--- src/rtl/seg7_pkg.sv ---
// Shared definitions for the 7-segment display blocks: scan FSM states and
// the active-high hex glyph table, bit order {g,f,e,d,c,b,a}.
package seg7_pkg;

   typedef enum logic [1:0] {
      ST_OFF   = 2'd0,
      ST_BLANK = 2'd1,
      ST_SHOW  = 2'd2
   } seg7_state_e;

   localparam logic [6:0] SEG7_BLANK = 7'h00;

   localparam logic [6:0] SEG7_FONT [16] = '{
      7'h3F, 7'h06, 7'h5B, 7'h4F,
      7'h66, 7'h6D, 7'h7D, 7'h07,
      7'h7F, 7'h6F, 7'h77, 7'h7C,
      7'h39, 7'h5E, 7'h79, 7'h71
   };

endpackage

--- src/rtl/seg7_hex_enc.sv ---
// Combinational hex-nibble to active-high segment encoder with a blank
// override; shared by the display blocks.
module seg7_hex_enc
   import seg7_pkg::*;
(
   input  logic [3:0] nibble,
   input  logic       blank,
   output logic [6:0] seg
);

   assign seg = blank ? SEG7_BLANK : SEG7_FONT[nibble];

endmodule

--- src/rtl/seg7_mux_driver.sv ---
// Time-multiplexed 7-segment scanner: snapshots a packed hex value, scans one
// digit per slot with a leading blank interval, optional leading-zero blanking.
module seg7_mux_driver
   import seg7_pkg::*;
#(
   parameter int N_DIGITS       = 4,
   parameter int CLK_DIV        = 50000,
   parameter int BLANK_CYCLES   = 500,
   parameter bit SEG_ACTIVE_LOW = 1'b1,
   parameter bit AN_ACTIVE_LOW  = 1'b1
) (
   input  logic                  clk,
   input  logic                  rst_n,
   input  logic [4*N_DIGITS-1:0] value_i,
   input  logic [N_DIGITS-1:0]   dp_i,
   input  logic                  load_i,
   input  logic                  en_i,
   input  logic                  lzs_i,
   output logic [6:0]            seg_o,
   output logic                  dp_o,
   output logic [N_DIGITS-1:0]   an_o
);

   localparam int CNT_W = (CLK_DIV > 1) ? $clog2(CLK_DIV) : 1;
   localparam int IDX_W = (N_DIGITS > 1) ? $clog2(N_DIGITS) : 1;

   localparam logic [CNT_W-1:0] BLANK_LAST = CNT_W'(BLANK_CYCLES - 1);
   localparam logic [CNT_W-1:0] SLOT_LAST  = CNT_W'(CLK_DIV - 1);
   localparam logic [IDX_W-1:0] IDX_LAST   = IDX_W'(N_DIGITS - 1);
   localparam seg7_state_e      SLOT_START = (BLANK_CYCLES == 0) ? ST_SHOW : ST_BLANK;

   logic [4*N_DIGITS-1:0] val_q;
   logic [N_DIGITS-1:0]   dp_q;

   seg7_state_e           state;
   seg7_state_e           state_d;
   logic [CNT_W-1:0]      cnt;
   logic [CNT_W-1:0]      cnt_d;
   logic [IDX_W-1:0]      idx;
   logic [IDX_W-1:0]      idx_d;
   logic                  enter_show;

   logic [3:0]            nibbles [N_DIGITS];
   logic [N_DIGITS-1:0]   zero_from;
   logic [3:0]            next_nib;
   logic                  next_dp;
   logic                  next_blank;

   logic [3:0]            cur_nib;
   logic                  cur_dp;
   logic                  cur_blank;
   logic [6:0]            glyph;

   logic [6:0]            seg_act;
   logic                  dp_act;
   logic [N_DIGITS-1:0]   an_act;

   always_ff @(posedge clk or negedge rst_n) begin
      if (!rst_n) begin
         val_q <= '0;
         dp_q  <= '0;
      end else if (load_i) begin
         val_q <= value_i;
         dp_q  <= dp_i;
      end
   end

   // The slot counter runs across the whole slot; blank covers its low counts.
   always_comb begin
      state_d = state;
      cnt_d   = cnt;
      idx_d   = idx;
      if (!en_i) begin
         state_d = ST_OFF;
         cnt_d   = '0;
         idx_d   = '0;
      end else begin
         case (state)
            ST_OFF: begin
               state_d = SLOT_START;
               cnt_d   = '0;
               idx_d   = '0;
            end
            ST_BLANK: begin
               if (cnt == BLANK_LAST) begin
                  state_d = ST_SHOW;
               end
               cnt_d = cnt + CNT_W'(1);
            end
            ST_SHOW: begin
               if (cnt == SLOT_LAST) begin
                  state_d = SLOT_START;
                  cnt_d   = '0;
                  idx_d   = (idx == IDX_LAST) ? '0 : idx + IDX_W'(1);
               end else begin
                  cnt_d = cnt + CNT_W'(1);
               end
            end
            default: begin
               state_d = ST_OFF;
               cnt_d   = '0;
               idx_d   = '0;
            end
         endcase
      end
   end

   assign enter_show = (state_d == ST_SHOW) && ((state != ST_SHOW) || (cnt == SLOT_LAST));

   always_ff @(posedge clk or negedge rst_n) begin
      if (!rst_n) begin
         state <= ST_OFF;
         cnt   <= '0;
         idx   <= '0;
      end else begin
         state <= state_d;
         cnt   <= cnt_d;
         idx   <= idx_d;
      end
   end

   // zero_from[k]: every nibble from digit k up to the leftmost digit is zero.
   for (genvar k = 0; k < N_DIGITS; k++) begin : g_digit
      assign nibbles[k]   = val_q[4*k +: 4];
      assign zero_from[k] = (val_q[4*N_DIGITS-1 : 4*k] == '0);
   end

   assign next_nib   = nibbles[idx_d];
   assign next_dp    = dp_q[idx_d];
   assign next_blank = lzs_i && (idx_d != '0) && zero_from[idx_d] && !next_dp;

   // Digit contents freeze at SHOW entry so a reload never tears a digit.
   always_ff @(posedge clk or negedge rst_n) begin
      if (!rst_n) begin
         cur_nib   <= '0;
         cur_dp    <= 1'b0;
         cur_blank <= 1'b0;
      end else if (enter_show) begin
         cur_nib   <= next_nib;
         cur_dp    <= next_dp;
         cur_blank <= next_blank;
      end
   end

   seg7_hex_enc u_enc (
      .nibble (cur_nib),
      .blank  (cur_blank),
      .seg    (glyph)
   );

   always_comb begin
      seg_act = SEG7_BLANK;
      dp_act  = 1'b0;
      an_act  = '0;
      if ((state == ST_SHOW) && en_i) begin
         seg_act = glyph;
         dp_act  = cur_dp;
         for (int k = 0; k < N_DIGITS; k++) begin
            an_act[k] = (idx == IDX_W'(k));
         end
      end
   end

   // Pin polarity is applied only here; everything upstream is active-high.
   always_ff @(posedge clk or negedge rst_n) begin
      if (!rst_n) begin
         seg_o <= {7{SEG_ACTIVE_LOW}};
         dp_o  <= SEG_ACTIVE_LOW;
         an_o  <= {N_DIGITS{AN_ACTIVE_LOW}};
      end else begin
         seg_o <= seg_act ^ {7{SEG_ACTIVE_LOW}};
         dp_o  <= dp_act ^ SEG_ACTIVE_LOW;
         an_o  <= an_act ^ {N_DIGITS{AN_ACTIVE_LOW}};
      end
   end

endmodule

--- config.mk ---
export PLATFORM = sky130hd
export DESIGN_NAME = seg7_mux_driver
export DESIGN_NICKNAME = d
export VERILOG_FILES = /design/src/rtl/seg7_pkg.sv /design/src/rtl/seg7_hex_enc.sv /design/src/rtl/seg7_mux_driver.sv
export SDC_FILE = /design/constraint.sdc
export NUM_CORES = 1
export LEC_CHECK = 0
export ABC_AREA = 1
export CAP_MARGIN = 20
export CELL_PAD_IN_SITES_DETAIL_PLACEMENT = 2
export CELL_PAD_IN_SITES_GLOBAL_PLACEMENT = 2
export CORE_MARGIN = 3
export CORE_UTILIZATION = 35
export CTS_BUF_LIST = sky130_fd_sc_hd__clkbuf_8
export DETAILED_ROUTE_END_ITERATION = 6
export PLACE_DENSITY = 0.86
export SLEW_MARGIN = 20
export SYNTH_ARGS = -nofsm -noshare
export SYNTH_HDL_FRONTEND = slang
export SYNTH_SLANG_ARGS = --single-unit
export TNS_END_PERCENT = 1
--- constraint.sdc ---
create_clock -name clk -period 2.01 [get_ports clk]
set_input_delay 0.3015 -clock clk [delete_from_list [all_inputs] [get_ports clk]]
set_output_delay 0.3015 -clock clk [all_outputs]
set_load 0.02 [all_outputs]
## Yosys cells after proc, flatten, opt, wreduce, memory -nomap -nowiden

Memory sizes are Yosys's and may differ from the RTL's.
Index checks and enable logic that the tools add are counted.

- Equality and inequality tests: 9
- Bitwise operators: 5
- Magnitude comparators: 3
- Muxes and demuxes: 24
- Add/sub/neg operators: 2
- Reductions and logical operators: 14

Operator list:

| cell | number |
|---|---|
| 16-bit 2-to-1 mux | 2 |
| 16-bit case mux with 2 select lines | 1 |
| 7-bit 2-to-1 mux | 4 |
| 16-bit by 1-bit adder with 16-bit output (second input constant) | 1 |
| 16-bit == test (second input constant) | 1 |
| 16-bit by 9-bit == test with 1-bit output (second input constant) | 1 |
| 16-bit logical NOT | 1 |
| 12-bit logical NOT | 1 |
| 2-bit 2-to-1 mux | 6 |
| 4-bit 2-to-1 mux | 3 |
| 4-bit binary-select mux with 2-bit select | 1 |
| 2-bit == test (second input constant) | 4 |
| 8-bit logical NOT | 1 |
| 7-bit NOT | 1 |
| 2-bit case mux with 3 select lines | 1 |
| 5-bit >= comparator (second input constant) | 1 |
| 1-bit logical AND | 5 |
| 4-bit NOT with 5-bit output | 1 |
| 1-bit binary-select mux with 2-bit select | 2 |
| 2-bit by 1-bit == test with 1-bit output (second input constant) | 2 |
| 2-bit logical NOT | 2 |
| 4-bit logical NOT | 1 |
| 4-bit NOT | 1 |
| 2-bit case mux with 2 select lines | 1 |
| other kinds (10) | 12 |

- Output and inout bits: 12
- Word-level logic and storage cells: 69
- Input bits: 25
- Register bits: 58
- Memories kept: 1
- Bits in read-only memories: 112

Memory list:

| memory | depth | bits a word | read ports | clocked after memory_dff | write ports | line | text |
|---|---|---|---|---|---|---|---|
| (no name shown) | 16 | 7 | 1 | 0 | 0 | seg7_hex_enc.sv:11 | `assign seg = blank ? SEG7_BLANK : SEG7_FONT[nibble];` |

## Logic depth before layout (Yosys ltp)

- Depth after elaboration: 9
- Mapped depth: 14
- Mapped depth without buffers: 14

## Cells and area by module

From an unflattened synthesis, not the netlist that was laid out.

- Cell total of the unflattened synthesis: 383
- Area total of the unflattened synthesis: 3171.8 um^2

By module, submodules not included:

| module | area an instance (um^2) | cells an instance | times used |
|---|---|---|---|
| seg7_mux_driver | 2871.5 | 336 | 1 |
| seg7_hex_enc | 300.3 | 47 | 1 |

## Least setup slack after synthesis

OpenSTA, ideal clock, no wires.

- Path type: reg-to-reg
- Start: register cnt[0]
- End: register cur_nib[0]
- Arrival time: 1604 ps
- Buffers on the path: 1
- Path slack: 290 ps
- Stages on the path, launching flop included: 12
- Path through: dfrtp_1 > ha_1 > nand3_2 > nor2_4 > nand2_4 > a21oi_4 > nand2_4 > buf_6 > o211ai_1 > nand2_1 > nand2_1 > nand2_1

- Longest elaborated chain between the ends: 8
- Elaborated cells on any way between the ends: 16
- Those cells by class: eq/ne: 3; mux: 10; bitwise: 1; reduce/logical: 2

Ends and longest elaborated chain:

| element | line | text |
|---|---|---|
| from (decl) | seg7_mux_driver.sv:37 | `logic [CNT_W-1:0] cnt;` |
| from (signal assigned) | seg7_mux_driver.sv:117 | `cnt <= cnt_d;` |
| 16-bit == test | seg7_mux_driver.sv:91, seg7_mux_driver.sv:108 |  |
| 2-bit 2-to-1 mux | seg7_mux_driver.sv:91 | `if (cnt == SLOT_LAST) begin` |
| 2-bit case mux with 2 select lines | seg7_mux_driver.sv:78 | `case (state)` |
| 2-bit 2-to-1 mux | seg7_mux_driver.sv:73 | `if (!en_i) begin` |
| 2-bit NOT with 3-bit output (implied by the code) | seg7_mux_driver.sv:128 | `assign next_nib = nibbles[idx_d];` |
| 4-bit binary-select mux with 2-bit select | seg7_mux_driver.sv:128 |  |
| 4-bit 2-to-1 mux (implied by the code) (2 in series) | seg7_mux_driver.sv:128 |  |
| to (signal assigned) | seg7_mux_driver.sv:139 | `cur_nib <= next_nib;` |
| to (decl) | seg7_mux_driver.sv:49 | `logic [3:0] cur_nib;` |

Parallel ways exist; a longest one is shown, timed or not. The select of a mux whose other input is x is not followed.
A chain may end at the register's enable or synchronous reset.

## Worst setup path in the final report

- Start: register state[0]
- End: register cur_blank

- Longest elaborated chain between the ends: 7
- Elaborated cells on any way between the ends: 22
- Those cells by class: eq/ne: 4; mux: 10; reduce/logical: 8

Ends and longest elaborated chain:

| element | line | text |
|---|---|---|
| from (decl) | seg7_mux_driver.sv:35 | `seg7_state_e state;` |
| from (signal assigned) | seg7_mux_driver.sv:116 | `state <= state_d;` |
| 2-bit == test / 2-bit by 1-bit == test with 1-bit output (equally long branches) | seg7_mux_driver.sv:78 |  |
| 2-bit case mux with 2 select lines | seg7_mux_driver.sv:78 |  |
| 2-bit 2-to-1 mux | seg7_mux_driver.sv:73 |  |
| 1-bit binary-select mux with 2-bit select (tied with other cells) | seg7_mux_driver.sv:130 | `assign next_blank = lzs_i && (idx_d != '0) && zero_from[idx_d] && !next_dp;` |
| 1-bit 2-to-1 mux (implied by the code) (tied with other cells) | seg7_mux_driver.sv:130 |  |
| 1-bit logical AND / 1-bit logical NOT (equally long branches) | seg7_mux_driver.sv:130 |  |
| 1-bit logical AND | seg7_mux_driver.sv:130 |  |
| to (signal assigned) | seg7_mux_driver.sv:141 | `cur_blank <= next_blank;` |
| to (decl) | seg7_mux_driver.sv:51 | `logic cur_blank;` |

Parallel ways exist; a longest one is shown, timed or not. The select of a mux whose other input is x is not followed.

==> metrics.md <==
| Metric | Value |
|---|---|
| M1 GR Usage | `24.2%` |
| Clk_skew | `14.1 ps` |
| Synthesis-to-layout area growth | `27.2%` |
| Wire per inst | `18.2 um` |
| Ys async rst share | `100%` |
| Reg2reg start | `state[0]` |
| Multi-input logic area | `1430 um^2` |
| Critical Path Most Common Cell | `nand2_1` |
| Storage element area | `1470 um^2` |
| Clock transition at path regs | `80 ps` |
| Final setup vio count | `0` |
| GRT busiest layer | `met2` |
| CTS tree | `done` |
| Syn_nets | `392` |
| TritonCTS Buffers | `9` |
| Worst min-delay path startpoint | `cur_dp` |
| Top FF cell, synth | `dfrtp_1` |
| Final hold viol count | `0` |
| DRT Pass-1 Iters | `4` |
| Worst path arrival time | `2230 ps` |
| Met3 Track Usage GR | `2.73%` |
| Vias in the first global route | `2911` |
| Top cell type's share of synthesized area | `37.7%` |
| Gr usage total | `19.1%` |
| Port buffer count | `36` |
| Synth warnings | `0` |
| Post-Syn Instances | `353` |
| # nets final | `442` |
| Relative slew slack | `61.3%` |
| Setup crit end kind | `register` |
| Initial antenna violation count | `0` |
| DRC | `0` |
| Register bit count reported by yosys | `58` |
| GRT overflow | `0` |
| Area of the core | `8340 um^2` |
| Critical path fanouts, max | `18` |
| Startpoint Class | `register` |
| WHS Endpoint | `dp_o` |
| I/O pins | `37` |
| Fillers | `913` |
| First-pass GRT wire length | `14900 um` |
| R2R Path End | `cur_blank` |
| CTS root buffer | `clkbuf_8` |
| Critical path, cell by cell | `buf_4 -> ha_1 -> o21ai_1 -> nand2_2 -> nand2_8 -> nand2_1 -> nand3_1 -> nand2_1 -> nor2_2 -> nand2_1 -> nand2_1` |
| R2R cell count | `11` |
| DP Cell Count | `493` |
| Dpl hpwl | `6280 um` |
| Row Count | `33` |
| Leak Pwr | `1.78 nW` |
| Synth area leader | `dfrtp_1` |
| EDFF count, synth | `0` |
| CTS max path bufs | `2` |
| Antenna-violating nets left | `0` |
| Routability Congestion | `0.802` |
| Syn_area_per_cell | `8.65 um^2` |
| Count of pins over their slew limit | `0` |
| Post-DR vias/cell | `5.02` |
| Largest net degree at the start of global routing | `59` |
| Max_cap viols | `0` |
| H-tree depth | `3` |
| CP required | `2290 ps` |
| Register area share after synthesis | `48.0%` |
| Met2 Use GR | `32.9%` |
| Slowest-stage cell, CP | `dfrtp_1` |
| Synth area leaders | `dfrtp_1 (38%), dfstp_2 (10%), nand2_1 (10%), ha_1 (5.7%), inv_1 (5.4%)` |
| Unrepaired setup endpoints after global routing | `yes` |
| R2r setup slk | `70 ps` |
| Worst path buffer plus inverter count | `1` |
| Yosys cell types | `39` |
| DRT Wirelength | `9320 um` |
| Effective utilization at floorplan | `36.6%` |
| Status | `complete, no violations` |
| Die Height | `99.4 um` |
| Worst-Margin Slew | `579 ps` |
| Final period util | `96.7%` |
| Initial DRC count | `43` |
| Top Family by Delay on Critical Path | `simple AND/OR/NAND/NOR gates` |
| VDD IR max | `0.000288 V` |
| Synth Cell Area | `3050 um^2` |
| Pwr per Cell Area | `696 nW/um^2` |
| Critical path type | `reg2reg` |
| Hold Crit Class | `reg2reg` |
| Min Clock Period, post-route | `1940 ps` |
| N_diodes | `0` |
| Overall power | `2.70 mW` |
| Non-filler cells, final | `513` |
| Die X | `99.4 um` |
| Layout cells sized above 1 | `19.9%` |
| Highest clock rate | `514 MHz` |
| Worst skew pair latency | `350 ps` |
| Final core utilization | `46.6%` |
| Die ar. | `9880 um^2` |
| Largest incremental delay on the critical path | `390 ps` |
| WHS Path Cells | `1` |
| Total number of vias | `2576` |
| # clock sinks | `58` |
-- cells in the mapped netlist (5+ instances only) --
cell and count:
nor3_1 5, nand3_1 20, clkbuf_1 5, nor2_2 5, dfstp_2 12, mux2_2 8
a21oi_1 8, nor2_1 34, ha_1 14, o211ai_1 10, o21ai_0 18, dfrtp_1 46
inv_1 44, nand2_1 83
-- layout by cell type, fill, tap and decap left out, types with 2 or more instances in the layout --
cell type / n
nand2_1: 81
inv_1: 44
dfrtp_1: 44
clkdlybuf4s50_1: 35
nor2_1: 31
nand3_1: 20
o21ai_0: 17
ha_1: 12
dfstp_2: 12
clkbuf_8: 11
o211ai_1: 10
a21oi_1: 8
mux2_2: 8
buf_4: 8
nor2_2: 7
nand2_2: 6
nor2_4: 5
inv_2: 4
nor3_1: 4
o21a_1: 3
o21ai_1: 3
nand2_4: 2
a31oi_1: 2
xor2_1: 2
nor4_1: 2
bufinv_16: 2
dfrtp_2: 2
-- area by class of cell --
| type | instances | share of cell area, % |
|---|---|---|
| tap | 105 | 3.38 |
| clock inverter | 5 | 2.00 |
| inverter | 48 | 4.64 |
| sequential | 58 | 37.8 |
| multi-input combinational | 240 | 36.8 |
| clock buffer | 11 | 3.90 |
| timing repair buffer | 46 | 11.5 |
-- report_power, final --
part	leakage (nW)	internal, mW	switching [mW]	total (mW)
Combinational	0.944	0.0942	0.113	0.208
Clock	0.121	0.762	0.499	1.26
Sequential	0.713	1.21	0.0274	1.24
Total	1.78	2.06	0.639	2.70
-- worst max path at each step --
stage	startpoint	endpoint	slack [ps]	cells past startpoint
after global routing	state[0]	cur_nib[2]	-100	10
final	state[0]	cur_blank	70	11
after detailed placement	cnt[0]	cur_dp	50	12
after global placement	en_i	cur_nib[0]	140	8
after floorplan	cnt[0]	cur_nib[0]	290	11
after CTS	cnt[2]	cnt[15]	10	9
-- per-stage QoR --
stage	worst slack (ps)	setup TNS, ps	cell area (um^2)	hold WS, ps
after floorplan	290	0	3050	5.91
after global placement	140	0	3560	328
after detailed placement	46.2	0	3560	333
after CTS	13.2	0	3810	448
after global routing	-102	-375	3880	487
final	66.1	0	3880	445
-- per-layer routing --
metal | share of wire (%) | vias to the layer above
li1 | - | 1232
met1 | 44 | 1295
met2 | 53 | 39
met3 | 2.2 | 10
met4 | 1.3 | 0
met5 | 0 | -
-- cells by family after synthesis --
group,Yosys count,synth area share [%]
xor gates and xnor gates,3,0.860
DFF,58,48.0
buffers and inverters,55,7.13
and+or+nand+nor,167,25.5
AOI/OAI and AO/OA,48,9.83
adders and majority gates,14,5.74
muxes,8,2.95
-- registers in the layout, summed over array words and instances, names as in the netlist, 2 cells and up --
register,flops
an_o,4
val_q,16
state,2
idx,2
seg_o,7
dp_q,4
cnt,16
cur_nib,4
-- timing repair --
item	in CTS	in global routing
endpoints found under the setup margin	3	10
pin swaps	0	3
setup buffers	0	3
resized for setup	3	14
hold endpoints to repair	46	0
hold buffers	1	0
Power figures use the tool's default switching activity.
